==> src/rtl/ga_pkg.sv <==
// Shared gate-array constants: default timing/divider values for the interrupt and sync logic.
package ga_pkg;
  localparam int GA_CNT_W     = 6;
  localparam int GA_LINE_W    = 9;
  localparam int GA_IRQ_DIV   = 52;
  localparam int GA_VS_RESYNC = 2;
  localparam int GA_HS_DLY    = 2;
  localparam int GA_HS_LEN    = 4;
  localparam int GA_VS_LEN    = 26;

  typedef enum logic {
    SRC_DIV = 1'b0,
    SRC_PRI = 1'b1
  } irq_src_e;
endpackage

==> src/rtl/ga_sync_shaper.sv <==
// HSYNC_O/VSYNC_O shaping: delayed, length-limited HSYNC and fixed-length VSYNC in lines.
module ga_sync_shaper
  import ga_pkg::*;
#(
  parameter int HS_DLY = GA_HS_DLY,
  parameter int HS_LEN = GA_HS_LEN,
  parameter int VS_LEN = GA_VS_LEN
) (
  input  logic i_clk,
  input  logic i_rst,
  input  logic i_cclk_en,
  input  logic i_hs_rise,
  input  logic i_hs_end,
  input  logic i_vs_rise,
  output logic o_hsync,
  output logic o_vsync
);
  localparam int PW = $clog2(HS_DLY + HS_LEN + 1);
  localparam int VW = $clog2(VS_LEN + 1);

  logic          r_track;
  logic [PW-1:0] r_pos;
  logic          r_hsync;
  logic [PW-1:0] w_pos_nxt;
  logic [VW-1:0] r_vcnt;
  logic          r_vsync;

  assign w_pos_nxt = r_pos + PW'(1);

  // r_pos counts char clocks since the HSYNC_I rise; a fall at any point abandons the pulse.
  always_ff @(posedge i_clk or posedge i_rst) begin
    if (i_rst) begin
      r_track <= 1'b0;
      r_pos   <= '0;
      r_hsync <= 1'b0;
    end else if (i_hs_rise) begin
      r_track <= 1'b1;
      r_pos   <= '0;
      r_hsync <= 1'b0;
    end else if (i_hs_end) begin
      r_track <= 1'b0;
      r_hsync <= 1'b0;
    end else if (i_cclk_en && r_track) begin
      r_pos <= w_pos_nxt;
      if (w_pos_nxt == PW'(HS_DLY + HS_LEN)) begin
        r_track <= 1'b0;
        r_hsync <= 1'b0;
      end else if (w_pos_nxt == PW'(HS_DLY)) begin
        r_hsync <= 1'b1;
      end
    end
  end

  always_ff @(posedge i_clk or posedge i_rst) begin
    if (i_rst) begin
      r_vsync <= 1'b0;
      r_vcnt  <= '0;
    end else if (i_vs_rise) begin
      r_vsync <= 1'b1;
      r_vcnt  <= '0;
    end else if (i_hs_end && r_vsync) begin
      if (r_vcnt == VW'(VS_LEN - 1)) r_vsync <= 1'b0;
      else r_vcnt <= r_vcnt + VW'(1);
    end
  end

  assign o_hsync = r_hsync;
  assign o_vsync = r_vsync;
endmodule

==> src/rtl/ga_irqgen.sv <==
// Gate-array interrupt generator: HSYNC divider with VSYNC resync, plus sync shaping.
// Define GA_PRI_EN to add the programmable raster-line interrupt.
module ga_irqgen
  import ga_pkg::*;
#(
  parameter int CNT_W     = GA_CNT_W,
  parameter int IRQ_DIV   = GA_IRQ_DIV,
  parameter int VS_RESYNC = GA_VS_RESYNC,
  parameter int HS_DLY    = GA_HS_DLY,
  parameter int HS_LEN    = GA_HS_LEN,
  parameter int VS_LEN    = GA_VS_LEN,
  parameter int LINE_W    = GA_LINE_W
) (
  input  logic              clk,
  input  logic              reset,
  input  logic              cclk_en,
  input  logic              HSYNC_I,
  input  logic              VSYNC_I,
  input  logic              int_ack,
  input  logic              irq_clr,
  input  logic [LINE_W-1:0] pri_line,
  output logic              HSYNC_O,
  output logic              VSYNC_O,
  output logic              INT_N,
  output logic              int_src
);
  logic             r_hs, r_vs, r_smp_vld;
  logic             w_hs_rise, w_hs_end, w_vs_rise;
  logic [CNT_W-1:0] r_cnt, w_cnt_nxt, r_rs_cnt;
  logic             r_rs_arm, w_rs_hit;
  logic             w_set_div, w_set_int, w_set_pri;
  logic             r_int_pend, r_pri_pend, r_int_n;

  // First sample after reset only primes the edge detectors, so a sync already in progress is ignored.
  always_ff @(posedge clk or posedge reset) begin
    if (reset) begin
      r_hs      <= 1'b0;
      r_vs      <= 1'b0;
      r_smp_vld <= 1'b0;
    end else if (cclk_en) begin
      r_hs      <= HSYNC_I;
      r_vs      <= VSYNC_I;
      r_smp_vld <= 1'b1;
    end
  end

  assign w_hs_rise = cclk_en & r_smp_vld & ~r_hs & HSYNC_I;
  assign w_hs_end  = cclk_en & r_smp_vld & r_hs & ~HSYNC_I;
  assign w_vs_rise = cclk_en & r_smp_vld & ~r_vs & VSYNC_I;
  assign w_rs_hit  = w_hs_end & r_rs_arm & ~w_vs_rise & (r_rs_cnt == CNT_W'(VS_RESYNC - 1));

  always_ff @(posedge clk or posedge reset) begin
    if (reset) begin
      r_rs_arm <= 1'b0;
      r_rs_cnt <= '0;
    end else if (w_vs_rise) begin
      r_rs_arm <= 1'b1;
      r_rs_cnt <= '0;
    end else if (w_rs_hit) begin
      r_rs_arm <= 1'b0;
    end else if (w_hs_end && r_rs_arm) begin
      r_rs_cnt <= r_rs_cnt + CNT_W'(1);
    end
  end

  // Precedence on the count: event update, then ack clears the MSB, then irq_clr wipes everything.
  always_comb begin
    w_cnt_nxt = r_cnt;
    w_set_div = 1'b0;
    if (w_rs_hit) begin
      w_set_div = r_cnt[CNT_W-1];
      w_cnt_nxt = '0;
    end else if (w_hs_end) begin
      if (r_cnt == CNT_W'(IRQ_DIV - 1)) begin
        w_cnt_nxt = '0;
        w_set_div = 1'b1;
      end else begin
        w_cnt_nxt = r_cnt + CNT_W'(1);
      end
    end
    if (int_ack) w_cnt_nxt[CNT_W-1] = 1'b0;
    if (irq_clr) w_cnt_nxt = '0;
  end

`ifdef GA_PRI_EN
  logic [LINE_W-1:0] r_line, w_line_nxt;
  logic              w_pri_on;

  assign w_pri_on   = |pri_line;
  assign w_line_nxt = w_rs_hit ? '0 : r_line + LINE_W'(1);
  assign w_set_pri  = w_hs_end & w_pri_on & (w_line_nxt == pri_line);
  assign w_set_int  = w_set_div & ~w_pri_on;

  always_ff @(posedge clk or posedge reset) begin
    if (reset) r_line <= '0;
    else if (w_hs_end) r_line <= w_line_nxt;
  end
`else
  logic w_unused_pri;

  assign w_unused_pri = ^pri_line;
  assign w_set_pri    = 1'b0;
  assign w_set_int    = w_set_div;
`endif

  always_ff @(posedge clk or posedge reset) begin
    if (reset) begin
      r_cnt      <= '0;
      r_int_pend <= 1'b0;
      r_pri_pend <= 1'b0;
      r_int_n    <= 1'b1;
    end else begin
      r_cnt <= w_cnt_nxt;
      if (irq_clr) r_int_pend <= 1'b0;
      else if (w_set_int) r_int_pend <= 1'b1;
      else if (int_ack && !r_pri_pend) r_int_pend <= 1'b0;
      if (w_set_pri) r_pri_pend <= 1'b1;
      else if (int_ack) r_pri_pend <= 1'b0;
      r_int_n <= ~(r_int_pend | r_pri_pend);
    end
  end

  assign INT_N   = r_int_n;
  assign int_src = r_pri_pend ? SRC_PRI : SRC_DIV;

  ga_sync_shaper #(
    .HS_DLY(HS_DLY),
    .HS_LEN(HS_LEN),
    .VS_LEN(VS_LEN)
  ) u_shaper (
    .i_clk    (clk),
    .i_rst    (reset),
    .i_cclk_en(cclk_en),
    .i_hs_rise(w_hs_rise),
    .i_hs_end (w_hs_end),
    .i_vs_rise(w_vs_rise),
    .o_hsync  (HSYNC_O),
    .o_vsync  (VSYNC_O)
  );
endmodule

==> config.mk <==
export PLATFORM = sky130hd
export DESIGN_NAME = ga_irqgen
export DESIGN_NICKNAME = d
export VERILOG_FILES = /design/src/rtl/ga_pkg.sv /design/src/rtl/ga_sync_shaper.sv /design/src/rtl/ga_irqgen.sv
export SDC_FILE = /design/constraint.sdc
export NUM_CORES = 1
export LEC_CHECK = 0
export CAP_MARGIN = 20
export CORE_ASPECT_RATIO = 0.5
export CORE_MARGIN = 8
export CORE_UTILIZATION = 50
export CTS_CLUSTER_DIAMETER = 200
export DETAILED_ROUTE_END_ITERATION = 6
export DONT_BUFFER_PORTS = 1
export SLEW_MARGIN = 0
export SYNTH_ARGS = -nofsm -noshare
export SYNTH_HDL_FRONTEND = slang
export SYNTH_SLANG_ARGS = --single-unit
==> constraint.sdc <==
create_clock -name clk -period 2 [get_ports clk]
set_input_delay 0.2 -clock clk [delete_from_list [all_inputs] [get_ports clk]]
set_output_delay 0.2 -clock clk [all_outputs]
set_load 0.02 [all_outputs]
==> results, run 1 <==
- Setup repair after global routing left no endpoint under its margin.
- Across the routed clock network, the largest skew measured is 5.58 ps.
- After detailed routing, the number of remaining DRC violations is 0.
- STA classifies the critical path startpoint as a register.
- The cell count after synthesis is 167.
- After layout, the minimum clock period comes to 1750 ps.
- The die is 56.6 µm tall.
- 20 I/O pins were placed.
- The startpoint of the worst-slack reg-to-reg timing path is r_cnt[0].
- The cell area after synthesis is 0.00165 mm².
- The first detailed-routing pass ran for 4 iterations.
- Across the whole layout, storage elements account for 727 µm².
- STA puts the critical path data arrival time at 1920 ps.
- The post-CTS resize count is 0.
- Across the run, the number of max-cap violations was 0.
- The detailed-route wire length per cell is 14.2 µm.
- The startpoint of the most critical hold path is irq_clr.
- The signal on the critical path passes through ha_1, nor2b_1, a41oi_1, o21ai_2, o311ai_1.
- The wire length reported by the detailed router is 3080 µm.
- Counting the buffers created by CTS gives 5.
- The multi-input combinational cells in the finished layout cover a total of 842 µm².
- The number of nets in the final layout is 200.
- The maximum fanout count along the critical path is 5.
- Cells with a size suffix above 1 make up 11.9% of the layout.
- The slowest cell on the critical path is dfrtp_1.
- The endpoint of the worst register-to-register path is r_cnt[2].
- Timing would allow up to 0.571 GHz.
- The number of setup buffers added after CTS is 0.
- The mean instance size in the synthesized netlist is 9.87 µm².
- The register bit total from synthesis is 29.
- The final RePlAce weighted congestion is 0.773.
- The number of flops mapped to enable cells by yosys is 0.
- The tree built by TritonCTS fans out to 29 sinks.
- The die width is 97.2 µm.
- The highest cell delay on the worst timing path is 420 ps.
- Synthesis produced a netlist with a net count of 190.
- The type of the worst setup path is reg -> reg.
- The via count of the first global-routing pass came to 1195.
- The number of nets with antenna violations after detailed routing is 0.
- The clock insertion delay at the later pin of the skew report is 270 ps.
- The worst-case setup margin in the final layout is 250 ps.
- The longest clock path from root to sink contains 2 buffers.
- The first global-routing pass estimated 5480 µm of wire.
- For this configuration, the core starts out at a cell density of 53.8%.
- The portion of the post-synthesis area used by sequential elements is 44.1%.
- The cell accounting for the most synthesized area is dfrtp_1.
- Across the VDD grid, the largest voltage drop is 0.486 mV.
- The capture endpoint of the worst hold path is r_int_pend.
- Data on the critical path is required at its endpoint by 2170 ps.
- The core region is 0.00307 mm².
- The async set-reset flop share out of synthesis is 100%.
- The final-report hold violation count is 0.
- Counting instances, the worst hold path has a depth of 1.
- For flop-to-flop paths, the worst setup slack is 250 ps.
- The area share of the largest cell type after synthesis is 42.5%.
- Setup violations remaining at the end of the flow were counted as 0.
- The initial antenna violation count is 0.
- In this run the power density over the cells is 899 mW/mm².
- Of the available clock period, the critical path in the final layout requires 87.5%.
- The worst-case setup slack after placement is 263 ps.
- The worst hold path belongs to the class in -> reg.
- After clock tree synthesis, the clock-pin slew on the worst setup and hold paths is 60 ps.
- The number of cell instances on the worst register-to-register path is 5.
- The post-detailed-route via-to-cell ratio is 5.54.
- The count of final max-slew check failures came to 0.
- The relative area change from synthesis to final layout is 9.64%.
- In the synthesized netlist the dominant register cell turns out to be dfrtp_1.
- The clock tree from TritonCTS is yes.
- Global routing used 12.0% of the available tracks across all layers.
- By area the synthesized netlist is led by dfrtp_1, ha_1, nand2_1.
- The run finished with clean final reports.
- Summing over every cut layer, the via total after detailed routing is 1203.
- The area of the die is 0.00550 mm².
- The root buffer cell is clkbuf_8.
- The total congestion overflow is 0.
- Fill cells in the final layout number 284.
- Row generation in the floorplan step produced 14 rows.
- The number of distinct library cells after synthesis is 47.
- In the final timing run, aggregate negative setup slack is 0 ps.
- Entering global routing, the biggest net connects 30 pins.
- Summed over all nets, the half-perimeter wirelength after detailed placement is 2220 µm.
- The worst setup path is captured at a register.
- Buffers placed on the I/O ports in this run total 0.
- The total leakage power is 0.799 nW.
- The count of inserted antenna diode cells is 0.
- CTS built an H-tree with a depth of 2.
- The starting DRC count in detailed routing is 54.
- The number of warning messages in the yosys log is 0.
==> synth_stat cells, drive strengths merged (4+ instances only) <==
cell     n
a21oi    8
buf      5
dfrtp   28
ha       7
inv     10
mux2i    4
nand2   16
nand2b   4
nand3    6
nand4    6
nor2    13
o211ai   4
o21ai    6
xor2     5
==> report_power, final <==
| part | switching (mW) | internal (mW) | total (mW) |
|---|---|---|---|
| Clock | 0.203 | 0.272 | 0.475 |
| Sequential | 0.115 | 0.679 | 0.794 |
| Combinational | 0.194 | 0.163 | 0.357 |
==> per-stage QoR <==
stage,cells,utilization (%),power [mW],instance area (µm²),hold slack [ps]
2_1_floorplan,167,-,1.08,1650,267
3_5_place_dp,208,55.5,1.16,1700,191
5_1_grt,217,59.0,1.74,1810,10.7
3_3_place_gp,208,55.5,1.14,1700,185
4_1_cts,217,59.0,1.65,1810,15.5
6_report,217,59.0,1.63,1810,24.9
==> placed cells by master (no fill, tap or decap), types with 2 or more instances in the layout <==
cell            n
o211ai_1        3
o2bb2ai_1       2
mux2i_1         4
mux2_2          3
a21oi_1         7
dlygate4sd3_1   2
inv_1          10
or3_1           3
and2_1          3
nand2_1        16
o21ai_0         5
nand4_1         6
xor2_1          5
nand3_1         6
dfrtp_1        28
ha_1            7
a211oi_1        3
clkbuf_8        6
nand4b_1        3
nand2b_1        4
o2111ai_1       3
nor2_1         13
buf_4           6
xnor2_1         3
nor2b_1         3
==> state kept, by name, summed over array words and instances (netlist names) <==
| register | cells |
|---|---|
| INT_N | 1 |
| r_cnt | 6 |
| r_hs | 1 |
| r_int_pend | 1 |
| r_rs_arm | 1 |
| r_rs_cnt | 6 |
| r_smp_vld | 1 |
| r_vs | 1 |
| u_shaper.o_hsync | 1 |
| u_shaper.o_vsync | 1 |
| u_shaper.r_pos | 3 |
| u_shaper.r_track | 1 |
| u_shaper.r_vcnt | 5 |
==> logic make-up after synthesis <==
group                    count (synthesis)  synth area share [%]
adder cells (fa/ha/maj)                  7                  5.31
AND/OR/NAND/NOR                         64                  20.6
multiplexers                             7                  4.48
AO/OA/AOI/OAI                           36                  16.2
XOR/XNOR                                 8                  4.25
other                                    1                 0.227
flip-flops                              29                  44.1
buffers and inverters                   15                  4.86
==> layer usage <==
metal	vias up	wire, µm	GRT usage [%]
met3	2	161	5.12
met5	-	0	0
met1	570	1600	15.7
met4	0	22	3.21
met2	16	1300	17.6
li1	615	-	-
==> area by class of cell <==
type | count | area share (%)
clock buffers | 7 | 4.78
inverters | 10 | 2.08
multi-input cells | 123 | 46.6
flip-flops and latches | 29 | 40.2
well taps | 40 | 2.77
repair buffers | 8 | 3.60
==> critical path: cells and delay by family, from the launching register on <==
family,cells,cell delay [ps]
adder cells (fa/ha/maj),1,240
AO/OA/AOI/OAI,3,820
AND/OR/NAND/NOR,1,170
flip-flops,1,420
==> repair_timing <==
item | CTS | global route
hold buffers | 2 | 0
setup endpoints to repair | 0 | 0
endpoints found under the hold margin | 29 | 0
==> worst max path at each step <==
stage              from       end  slack [ps]  cells past startpoint
6_report       r_cnt[0]  r_cnt[2]         250                      5
4_1_cts        r_cnt[0]  r_cnt[2]         250                      5
2_1_floorplan  r_cnt[0]  r_cnt[2]         430                      5
5_1_grt        r_cnt[0]  r_cnt[2]          70                      5
3_3_place_gp   r_cnt[0]  r_cnt[2]         280                      5
3_5_place_dp   r_cnt[0]  r_cnt[2]         260                      5
Note: power is estimated with default switching activity, not from simulation.
==> run 2: changes to the inputs <==
--- a/config.mk
+++ b/config.mk
@@ -12,6 +12,7 @@
 export CTS_CLUSTER_DIAMETER = 200
 export DETAILED_ROUTE_END_ITERATION = 6
 export DONT_BUFFER_PORTS = 1
+export PLACE_DENSITY = 0.62
 export SLEW_MARGIN = 0
 export SYNTH_ARGS = -nofsm -noshare
 export SYNTH_HDL_FRONTEND = slang
==> run 2 against run 1 <==
  * Critical path depth is the same
  * Register-to-register slack is essentially flat
  * Flip-flop and latch count is the same
  * Clock skew shrank 2.8 ps
  * Total power shrank 1.2%
  * Worst hold slack lost 6.3 ps
  * Utilization shrank 0.12 points
  * Wire length shrank 0.75%
  * Highest routed layer unchanged
==> results, run 2 (synthesis gave the netlist of run 1 again) <==
- The finished layout holds 218 standard cells, fillers aside.
- The type of the worst setup path is reg -> reg.
- The maximum VDD drop is 0.384 mV.
- Dividing the detail-routed via count by the number of cells gives 5.64.
- The minimum hold slack is 18.6 ps.
- For the finished layout, the period the worst path requires is 1750 ps.
- The proportion of layout cells with a drive suffix above 1 is 12.4%.
- Data arrives at the worst endpoint at 1930 ps.
- The relative area change from synthesis to final layout is 9.41%.
- For this run, the top clock speed supported by timing is 0.571 GHz.
- The initial antenna violation count was 0.
- In the global route stage, met2 resource usage came out at 17.5%.
- The part of the cycle the worst path needs is 87.5%.
- The count of inserted antenna diode cells is 0.
- In this run the static leakage power is 0.800 nW.
- In the routed design, unresolved DRC markers number 0.
- In the final layout, the registers with the most flip-flops are r_cnt: 6 flops, r_rs_cnt: 6 flops, u_shaper.r_vcnt: 5 flops.
- The root buffer cell is clkbuf_8.
- The HPWL after detailed placement is 2200 µm.
- After clock tree synthesis, the setup repair step added 0 buffers.
- The via count of the first global-routing pass is 1213.
- The clock insertion delay at the later pin of the skew report is 280 ps.
- The number of filler instances in the final layout is 274.
- For met1 alone, demand over resource in global routing was 15.8%.
- The instance count after placement with tap cells included is 208.
- Leaving out fill and tap cells, the most frequent cells in the layout are dfrtp_1, nand2_1, nor2_1, inv_1.
- Setup violations remaining at the end of the flow were counted as 0.
- The die width is 97.2 µm.
- The power per standard cell area is 890 mW/mm².
- The number of buffers inserted by port buffering is 0.
- The setup skew after layout is 2.79 ps.
- The most congested layer reported by global routing is met2.
- The first detailed-routing pass took 4 iterations.
- The final-report hold violation count is 0.
- In this run, the number of DRC markers left after iteration 0 of detailed routing was 82.
- The global-route usage over all layers is 12.2%.
- The wire length reported by the detailed router is 3060 µm.
- In this run the number of H-tree levels came out at 2.
- The count of final max-slew check failures is 0.
- The number of nets with antenna violations after detailed routing is 0.
- The category of the worst setup path launch point is a register.
- Clock-pin slew was measured on the worst setup and hold paths at 60 ps.
- The post-CTS resize count is 0.
- After detailed routing, the average wire length per cell comes to 14.0 µm.
- The core region is 0.00307 mm².
- Setup repair after global routing left no endpoint under its margin.
- The final RePlAce weighted congestion is 0.796.
- The register-to-register setup slack is 250 ps.
- The utilization of the core after routing is 58.9%.
- Data on the critical path is required at its endpoint by 2180 ps.
- For the final routed database, the setup TNS stands at 0 ps.
- The run finished with clean final reports.
- The effective utilization at floorplan is 53.8%.
- The min-delay analysis places its worst path in the category in -> reg.
- The maximum number of pins on one net before global-route repair is 30.
- In this run the vertical extent of the chip is 56.6 µm.
- For this design, the sink count on the clock tree is 29.
- The first-pass GRT wire length is 5550 µm.
- Global routing finished with a remaining overflow of 0.
- Global routing used 5.00% of the available met3 tracks.
- Along the worst path, the maximum fanout reaches 5.
- The number of nets in the final layout is 200.
- The library cell used most frequently in the layout, excluding fill and tap cells, is dfrtp_1.
- The floorplan has 14 rows.
- The total number of vias is 1229.
- Across the run, the number of max-cap violations was 0.
- The number of ports placed on the die boundary is 20.
- TritonCTS built the clock tree.
- Counting the buffers created by CTS gives 5.
- The maximum number of buffers from clock root to sink is 2.
- The sort of element at the end of the critical path is a register.
- The die covers 0.00550 mm².
## run 2: cell types whose count changed in the layout (fill, tap and decap cells not counted)
cell / delta
clkbuf_8: -1
clkinv_2: +2
## run 2: layout make-up
type / instances / area, µm² / share of cell area [%]
sequential: 29 / 727 / 40.3
clock inverter: 2 / 10.0 / 0.555
inverter: 10 / 37.5 / 2.08
clock buffer: 6 / 72.6 / 4.02
multi-input combinational: 123 / 842 / 46.7
tap: 40 / 50.0 / 2.77
timing repair buffer: 8 / 65.1 / 3.61
## run 2: worst paths after layout
kind,start,endpoint,cells after the start
max in group asynchronous,reset,INT_N,3
min in group asynchronous,reset,u_shaper.r_pos[1],3
min reg2reg,r_int_pend,INT_N,1
max reg2reg,r_cnt[0],r_cnt[2],5
max,r_cnt[0],r_cnt[2],5
min,cclk_en,u_shaper.o_hsync,1
## run 2: timing repair
action / 4_1_cts / 5_1_grt
hold endpoints to repair: 29 / 0
hold buffers: 2 / 0
setup endpoints to repair: 0 / 0
## run 2: metal layers
| metal | wire (µm) | vias up | share of wire (%) |
|---|---|---|---|
| li1 | - | 616 | - |
| met1 | 1570 | 589 | 51 |
| met2 | 1300 | 19 | 43 |
| met3 | 147 | 5 | 4.8 |
| met4 | 37 | 0 | 1.2 |
| met5 | 0 | - | 0 |
## run 2: where the power goes
group | leakage [nW] | switching [mW] | internal [mW] | total (mW)
clock network | 0.0450 | 0.216 | 0.240 | 0.456
registers | 0.371 | 0.113 | 0.678 | 0.792
logic | 0.384 | 0.193 | 0.164 | 0.358
## run 2: worst max-delay path, stage by stage, from the launching register on
cell and delay, ps:
dfrtp_1 420, ha_1 240, nor2b_1 160, a41oi_1 420
o21ai_2 170, o311ai_1 240
## run 2: stage by stage
stage / instance area [µm²] / total power, mW / setup WS [ps]
floorplan: 1650 / 1.08 / 427
global placement: 1700 / 1.14 / 304
detailed placement: 1700 / 1.16 / 277
CTS: 1800 / 1.63 / 269
global route: 1800 / 1.73 / 65.3
finish: 1800 / 1.61 / 249
==> run 3: changes to the inputs <==
--- a/config.mk
+++ b/config.mk
@@ -6,13 +6,13 @@
 export NUM_CORES = 1
 export LEC_CHECK = 0
 export CAP_MARGIN = 20
-export CORE_ASPECT_RATIO = 0.5
+export CORE_ASPECT_RATIO = 2
 export CORE_MARGIN = 8
-export CORE_UTILIZATION = 50
+export CORE_UTILIZATION = 60
 export CTS_CLUSTER_DIAMETER = 200
 export DETAILED_ROUTE_END_ITERATION = 6
 export DONT_BUFFER_PORTS = 1
-export PLACE_DENSITY = 0.62
+export PLACE_DENSITY = 0.73
 export SLEW_MARGIN = 0
 export SYNTH_ARGS = -nofsm -noshare
 export SYNTH_HDL_FRONTEND = slang
==> constraint.sdc (replaced) <==
create_clock -name clk -period 2 [get_ports clk]
set_input_delay 0.2 -clock clk [delete_from_list [all_inputs] [get_ports clk]]
set_output_delay 0.2 -clock clk [all_outputs]
set_load 0.05 [all_outputs]
==> run 3 against run 2 <==
  * Via count fell by 0.98%
  * Highest routed layer unchanged
  * Utilization rose by 8.0 points
  * Register-to-register slack got worse by 30 ps
  * Largest cell class unchanged
==> results, run 3 (synthesis gave the netlist of run 1 again) <==
- The number of cell instances on the worst register-to-register path is 5.
- IR analysis of the VDD net gives a maximum drop of 0.705 mV.
- Cell internal power was estimated by the tool at 1.08 mW.
- On the critical path, the stage with the largest delay is an instance of a41oi_1.
- The count of final max-slew check failures was 0.
- Buffers added to address setup during post-CTS repair amount to 0.
- The startpoint of the worst-slack reg-to-reg timing path is r_cnt[0].
- For this design the ratio of total power to cell area is 899 mW/mm².
- Buffers inserted during clock tree synthesis total 5.
- The via count of the first global-routing pass was 1201.
- The sort of element at the end of the critical path is a register.
- In this run the worst setup path begins at r_cnt[0].
- The number of ports placed on the die boundary is 20.
- The final HPWL from detailed placement is 2230 µm.
- The number of buffers inserted by hold repair at cts is 2.
- The core footprint is 0.00267 mm².
- The capture endpoint of the worst hold path is r_smp_vld.
- The H-tree was split into 2 levels.
- Hold timing on the final database bottoms out at a slack of 33.8 ps.
- The total overflow left after global routing is 0.
- The number of setup violations in the final report is 0.
- The switching power is 0.523 mW.
- Across all register-to-register paths, the minimum setup slack is 220 ps.
- The worst hold-check path type is in -> reg.
- The initial antenna violation count is 0.
- In the layout the commonest cells are dfrtp_1, nand2_1, nor2_1, inv_1.
- The clock passes through at most 2 buffers.
- The hold-critical path depth is 1.
- The maximum fanout count along the critical path is 5.
- The site row count is 27.
- The worst setup path is launched from a register.
- Sequential cells account for 50.1% of the total power.
- The part of the cycle the worst path needs is 89.1%.
- The total number of vias is 1217.
- The utilization of the core after routing is 66.8%.
- The length of the first detailed-routing pass in iterations is 4.
- The sum of negative setup slack is 0 ps.
- The final-report hold violation count came to 0.
- After routing the design area is 0.00178 mm².
- The post-detailed-route via-to-cell ratio is 5.91.
- The maximum number of pins on one net before global-route repair is 30.
- Setup repair after global routing left no endpoint under its margin.
- The endpoint of the worst register-to-register path is r_cnt[2].
- The first-pass GRT wire length is 5250 µm.
- The type of the worst setup path is reg -> reg.
- The count of inserted antenna diode cells is 0.
- The largest registers in the layout are r_cnt: 6 flops, r_rs_cnt: 6 flops, u_shaper.r_vcnt: 5 flops.
- The clock insertion delay at the later pin of the skew report is 280 ps.
- Clock-pin slew was measured on the worst setup and hold paths at 60 ps.
- The proportion of layout cells with a drive suffix above 1 is 11.9%.
- The data required time at the worst endpoint is 2160 ps.
- Static timing analysis puts the maximum clock frequency at 0.561 GHz.
- On the final layout, the worst clock skew is 8.76 ps.
- After clock tree synthesis, the repair step resized 0 gates.
- The final RePlAce weighted congestion is 0.853.
- The final layout contains routed wiring with a total length of 2990 µm.
- The root buffer cell is clkbuf_8.
- Traced cell by cell, the critical path runs through ha_1, nor2b_1, a41oi_1, o21ai_2, o311ai_1.
- Once placement finished, the instance area stood at 0.00168 mm².
- The net switching fraction of the power is 32.7%.
- The overall power consumption is 1.60 mW.
- The startpoint of the most critical hold path is cclk_en.
- The leading cell type in the layout, fill and taps excluded is dfrtp_1.
- The clock network is responsible for 27.9% of the overall power.
- The die is 90.1 µm tall.
- The die covers 0.00478 mm².
- CTS saw 29 sinks.
- For the finished layout, the period the worst path requires is 1780 ps.
- In the routed design, unresolved DRC markers number 0.
- At the pin with the least slew margin, the transition time is 609 ps.
- For this run, the post-layout net count is 199.
- The power share of the combinational group is 22.0%.
- The run finished with clean final reports.
- During placement, the flow inserted port buffers numbering 0.
- The global-route usage over all layers is 14.1%.
- In this run the remaining antenna-violating nets after routing total 0.
- At the worst endpoint, the arrival time is 1950 ps.
- The family with the most delay on the worst path is compound AO/OA/AOI/OAI gates.
- Measured against its own limit, the worst slew margin works out to 59.2%.
- From left edge to right edge, the die measures 53.1 µm.
- For this configuration, the core starts out at a cell density of 61.8%.
- The detailed router finished its first iteration with 40 violations.
- The relative area change from synthesis to final layout is 8.12%.
- The detailed-route wire length per cell is 14.5 µm.
- The tool flagged a number of max-cap violations equal to 0.
- For this run, the slowest stage of the critical path takes 430 ps.
- The clock tree from TritonCTS is yes.
- Together, buffers and inverters on the worst path number 0.
- The total leakage power is 0.794 nW.
==> run 3: worst reg2reg max path: stages (launching register included) <==
cell      delay (ps)
dfrtp_1          410
ha_1             240
nor2b_1          160
a41oi_1          430
o21ai_2          160
o311ai_1         280
==> run 3: power groups by stage <==
stage	Sequential [mW]	Combinational, mW	Clock [mW]
global route	0.822	0.404	0.497
CTS	0.804	0.358	0.461
floorplan	0.790	0.299	0
finish	0.803	0.352	0.447
detailed placement	0.815	0.350	0
global placement	0.806	0.339	0
==> run 3: worst max path at each step <==
stage	to	slack, ps	cells past startpoint
global route	r_cnt[2]	100	5
detailed placement	r_cnt[2]	230	5
global placement	r_cnt[2]	240	5
floorplan	r_cnt[2]	430	5
finish	r_cnt[2]	220	5
CTS	r_cnt[2]	220	5
==> run 3: per-stage QoR <==
stage | cells | setup WS (ps)
after global routing | 206 | 103
final | 206 | 218
after global placement | 196 | 245
after detailed placement | 196 | 233
after floorplan | 167 | 427
after CTS | 206 | 224
==> run 3: final cells by class <==
cell class | count | area, µm²
Timing Repair Buffer | 7 | 57.6
Multi-Input combinational cell | 123 | 842
Fill cell | 212 | 886
Clock buffer | 6 | 72.6
Clock inverter | 2 | 10.0
Tap cell | 29 | 36.3
Sequential cell | 29 | 727
Inverter | 10 | 37.5
==> run 3: layer usage <==
metal	wire length [µm]	track usage, %
met3	131	5.45
met5	0	0
met2	1510	21.8
met4	61	6.78
met1	1290	16.2
